===== config.mk =====
export PLATFORM = sky130hd
export DESIGN_NAME = cgra_offload_ctrl
export DESIGN_NICKNAME = d
export VERILOG_FILES = /design/src/rtl/cgra_offload_ctrl.sv
export SDC_FILE = /design/constraint.sdc
export NUM_CORES = 1
export LEC_CHECK = 0
export ABC_AREA = 1
export ABC_CLOCK_PERIOD_IN_PS = 3300
export CORE_MARGIN = 2
export CORE_UTILIZATION = 38
export CTS_BUF_LIST = sky130_fd_sc_hd__clkbuf_8
export DETAILED_ROUTE_END_ITERATION = 8
export GPL_TIMING_DRIVEN = 0
export PLACE_DENSITY = 0.74
export RECOVER_POWER = 100
export SKIP_CTS_REPAIR_TIMING = 1
export SYNTH_ARGS = -nofsm -noshare
export SYNTH_HDL_FRONTEND = slang
export SYNTH_SLANG_ARGS = --single-unit

===== constraint.sdc =====
create_clock -name clk_i -period 3.3 [get_ports clk_i]
set_input_delay 0.495 -clock clk_i [delete_from_list [all_inputs] [get_ports clk_i]]
set_output_delay 0.495 -clock clk_i [all_outputs]
set_load 0.01 [all_outputs]

===== src/rtl/cgra_offload_ctrl.sv =====
// Stalls the RISC-V pipeline while a custom-0 instruction in EX runs on the CGRA,
// then releases it for one cycle with the CGRA result steered onto VALUResult.
module cgra_offload_ctrl #(
    parameter logic [6:0] OPCODE  = 7'b0001011,
    parameter int         TIMEOUT = 1024,
    parameter int         CNT_W   = 11
) (
    input  logic        clk_i,
    input  logic        start_i,
    input  logic [31:0] ex_instr_i,
    input  logic        ex_valid_i,
    input  logic [31:0] rs1_data_i,
    input  logic [31:0] rs2_data_i,
    output logic        cgra_req_o,
    output logic [9:0]  cgra_func_o,
    output logic [31:0] cgra_opa_o,
    output logic [31:0] cgra_opb_o,
    input  logic        cgra_ack_i,
    input  logic        cgra_done_i,
    input  logic [31:0] cgra_result_i,
    output logic        stall_o,
    output logic        valu_sel_o,
    output logic [31:0] valu_result_o,
    output logic        timeout_o
);
    typedef enum logic [1:0] {IDLE, ISSUE, WAIT, WB} state_t;

    localparam logic [CNT_W-1:0] CNT_LAST = CNT_W'(TIMEOUT - 1);

    state_t           state_q, state_d;
    logic             skip_q;
    logic             hit;
    logic [CNT_W-1:0] cnt_q;
    logic             unused_instr;

    assign unused_instr = ^{ex_instr_i[24:15], ex_instr_i[11:7]};

    // start_i gates hit so the combinational stall path is also quiet during reset.
    assign hit = start_i & ex_valid_i & (ex_instr_i[6:0] == OPCODE) & ~skip_q;

    always_ff @(posedge clk_i or negedge start_i) begin
        if (!start_i) state_q <= IDLE;
        else          state_q <= state_d;
    end

    always_comb begin
        state_d    = state_q;
        stall_o    = 1'b0;
        valu_sel_o = 1'b0;
        case (state_q)
            IDLE: begin
                stall_o = hit;
                if (hit) state_d = ISSUE;
            end
            ISSUE: begin
                stall_o = 1'b1;
                if (cgra_ack_i) state_d = cgra_done_i ? WB : WAIT;
            end
            WAIT: begin
                stall_o = 1'b1;
                if (cgra_done_i || cnt_q == CNT_LAST) state_d = WB;
            end
            WB: begin
                valu_sel_o = 1'b1;
                state_d    = IDLE;
            end
            default: state_d = IDLE;
        endcase
    end

    always_ff @(posedge clk_i or negedge start_i) begin
        if (!start_i) begin
            skip_q        <= 1'b0;
            cgra_req_o    <= 1'b0;
            cgra_func_o   <= '0;
            cgra_opa_o    <= '0;
            cgra_opb_o    <= '0;
            cnt_q         <= '0;
            valu_result_o <= '0;
            timeout_o     <= 1'b0;
        end else begin
            // Masks the just-retired offload, which is still visible in EX for one cycle.
            skip_q <= (state_q == WB);
            case (state_q)
                IDLE: if (hit) begin
                    cgra_opa_o  <= rs1_data_i;
                    cgra_opb_o  <= rs2_data_i;
                    cgra_func_o <= {ex_instr_i[31:25], ex_instr_i[14:12]};
                    cgra_req_o  <= 1'b1;
                end
                ISSUE: if (cgra_ack_i) begin
                    cgra_req_o <= 1'b0;
                    cnt_q      <= '0;
                    if (cgra_done_i) valu_result_o <= cgra_result_i;
                end
                WAIT: begin
                    cnt_q <= cnt_q + 1'b1;
                    if (cgra_done_i) begin
                        valu_result_o <= cgra_result_i;
                    end else if (cnt_q == CNT_LAST) begin
                        valu_result_o <= '0;
                        timeout_o     <= 1'b1;
                    end
                end
                default: ;
            endcase
        end
    end
endmodule

==> key figures <==
Worst hold path
  • Hold Path Class: input port to async pin

Routing
  • DRT iter0 DRCs: 224
  • Post-route ant nets: 0
  • WL final: 14.4 mm
  • Pre-antenna DRT Iters: 4
  • Vias: 4,609
  • Via density: 4.43
  • Routed len/inst: 13.8 um
  • # DRC: 0

Synth
  • Mux share of post-synthesis cell area: 0%
  • Avg Inst Size Synth: 8.99 um^2
  • Xor/xnor cell area share of the yosys netlist: 0.163%
  • Post-synthesis sequential area ratio: 56.8%
  • Yosys top cell area share: 56.8%
  • EDFF count, synth: 0
  • Mapped Nets: 737
  • Synth async-reset ratio: 100%
  • Largest family of logic cells by synthesized area: simple AND/OR/NAND/NOR gates
  • Area leader, netlist: dfrtp_1
  • Yosys cell types: 27
  • Post-synthesis adder-cell area fraction: 1.40%
  • Mapped Cells: 598
  • Compound-Gate Fraction of Synth Area: 13.7%
  • Top_reg_cell synth: dfrtp_1
  • Synth Area in Simple Gates: 17.9%
  • Cell area after synthesis: 0.00538 mm^2
  • Synth top area cells: dfrtp_1 (57%), nand2_1 (11%), inv_1 (7.0%)
  • Yosys Warn Count: 0
  • Yosys reg bits: 122
  • Most common library cells after synthesis: nand2_1 (152), dfrtp_1 (122), inv_1 (100), o21ai_1 (58), o21ai_2 (32)
  • Cell with the most instances after synthesis: nand2_1

CTS
  • Max clock buf depth: 2
  • Clock Latency Late Sink: 0.44 ns
  • Clk slew on worst S/H paths: 0.07 ns
  • Cts bufs inserted: 17
  • CTS tree: built
  • Clk root buf: clkbuf_8
  • CTS H-tree lvls: 4
  • Clock sinks: 122

Global routing
  • Initial antenna violation count: 1
  • First-pass GRT wire length: 22.1 mm
  • Largest net degree at the start of global routing: 80
  • GRT Util Overall: 19.1%
  • Vias in the first global route: 4,361
  • GRT overflow: 0

Cells and area
  • N_diodes: 0
  • Final Util: 58.9%
  • P&R area growth vs syn: 51.5%
  • Final net count: 986
  • Layout cell share with drive strength beyond 1: 8.72%

Place
  • Gp weighted congestion: 0.815
  • Dpl hpwl: 10.4 mm
  • I/O Buffers: 227

Pwr
  • P_int: 3240 uW
  • Switching power: 1610 uW
  • PD cells: 595 mW/mm^2
  • P_leak: 0.00421 uW
  • Comb power frac: 34.1%
  • VDD IR max: 0.237 mV
  • Tot Pwr: 4850 uW
  • Net Sw Frac: 33.3%
  • Clock share of power: 26.3%
  • Sequential power share: 39.6%

Critical path
  • Crit Path Class: input port to primary output
  • Kind of end point of the critical path: primary output
  • CP startpoint kind: input port
  • Max FO, Critical Path: 10
  • Worst Path Required: 2.80 ns
  • Worst Path Arrival: 2.59 ns

Timing
  • Setup Viol. Count Final: 0
  • Final Hold Viols: 0
  • Worst hold slack: 0.0133 ns
  • Final min period: 3.08 ns
  • Unrepaired setup endpoints after global routing: false
  • Achievable Freq: 325 MHz
  • Clk_skew: 0.0112 ns
  • Fin crit share: 93.3%
  • Max-slew headroom: -55.0%
  • Least-Margin Pin Slew: 2.32 ns
  • Max Slew Vio Count: 85

Floorplanning
  • # rows: 43
  • Die Height: 123 um
  • Die Area: 0.0151 mm^2
  • Ports: 243
  • Initial Util: 38.9%
  • Die Wd: 123 um
  • Core area: 0.0138 mm^2

Status
  • Status: complete, but fails checks
  • Failing checks: capacitance limit, slew limit

Flow run
  • Max_cap viols: 2
[state kept, by name, summed over array words and instances (netlist names)]
name / count
state_q: 2
timeout_o: 1
cgra_req_o: 1
cgra_func_o: 10
cgra_opb_o: 32
cnt_q: 11
valu_result_o: 32
skip_q: 1
cgra_opa_o: 32
[cell type report]
| cell class | instances | area, um^2 |
|---|---|---|
| multi-input combinational | 348 | 1670 |
| clock inverter | 9 | 71.3 |
| timing repair buffer | 230 | 2310 |
| inverter | 102 | 383 |
| buffer | 26 | 118 |
| sequential | 122 | 3050 |
| tap | 180 | 225 |
| clock buffer | 23 | 317 |
| fill | 1275 | 5680 |
[worst max-delay path, cell delays in order]
cell and delay [ns]:
clkdlybuf4s50_1 0.46, nand2_1 0.05, nor2_1 0.25, nand4_1 0.30
clkbuf_1 0.29, a21oi_1 0.17, clkdlybuf4s50_1 0.57
[cells by family after synthesis]
logic type	after synthesis
XOR/XNOR	1
adder cells (fa/ha/maj)	6
flip-flops	122
buffers and inverters	128
AND/OR/NAND/NOR	221
AO/OA/AOI/OAI	120
[routing by layer]
| metal | vias up | part of all wire (%) | track usage (%) |
|---|---|---|---|
| met4 | 0 | 2.3 | 8.59 |
| li1 | 2331 | - | - |
| met1 | 2124 | 43 | 24.1 |
| met5 | - | 0 | 0 |
| met3 | 23 | 6.7 | 5.44 |
| met2 | 131 | 48 | 30.6 |
[stage by stage]
stage,instances,setup slack (ns),cell area (um^2),TNS (ns)
floorplan,598,1.50,5380,0
global placement,1005,-4.08,7880,-649.25
detailed placement,1006,-0.0172,7910,-0.0172
CTS,1038,-0.0151,8290,-0.0151
global route,1040,0.0676,8150,0
finish,1040,0.220,8150,0
[power by group through the flow]
stage                     clock network, uW  registers, uW  logic, uW
final                                  1280           1920       1660
after global routing                   1380           1950       1860
after CTS                              1310           1930       2010
after detailed placement                  0           1960       2010
after global placement                    0           1950       1990
after floorplan                           0           2050       1040
[layout by cell type (no fill, tap or decap)]
cell type | synthesis | final
a21o_1 | 1 | 1
a21oi_1 | 3 | 3
a21oi_2 | 1 | 1
buf_16 | 0 | 1
buf_2 | 14 | 4
buf_6 | 6 | 2
buf_8 | 0 | 1
bufinv_16 | 0 | 1
clkbuf_1 | 6 | 22
clkbuf_8 | 0 | 23
clkdlybuf4s50_1 | 0 | 117
clkinv_1 | 0 | 1
clkinv_2 | 0 | 3
clkinvlp_4 | 0 | 2
dfrtp_1 | 122 | 122
dlygate4sd3_1 | 0 | 109
ha_1 | 6 | 6
inv_1 | 100 | 104
nand2_1 | 152 | 153
nand2_2 | 29 | 29
nand2_4 | 2 | 1
nand3_1 | 8 | 8
nand3_2 | 1 | 1
nand4_1 | 5 | 5
nor2_1 | 18 | 20
nor2_4 | 1 | 1
nor3_1 | 3 | 3
o211ai_1 | 1 | 1
o21a_1 | 1 | 1
o21ai_0 | 21 | 97
o21ai_1 | 58 | 9
o21ai_2 | 32 | 5
o21bai_1 | 2 | 2
xor2_1 | 1 | 1
[final timing paths]
kind / start / to / slack [ns] / cells past startpoint
worst min-delay path: start_i / cgra_opb_o[5] / 0.01 / 2
worst min register to register: timeout_o / timeout_o / 0.47 / 1
worst max-delay path: ex_instr_i[3] / stall_o / 0.22 / 7
worst max register to register: state_q[0] / valu_result_o[20] / 0.81 / 9
min in group clk_i: timeout_o / timeout_o / 0.47 / 1
max in group asynchronous: start_i / valu_result_o[15] / 1.09 / 2
(Power assumes the default switching activity.)
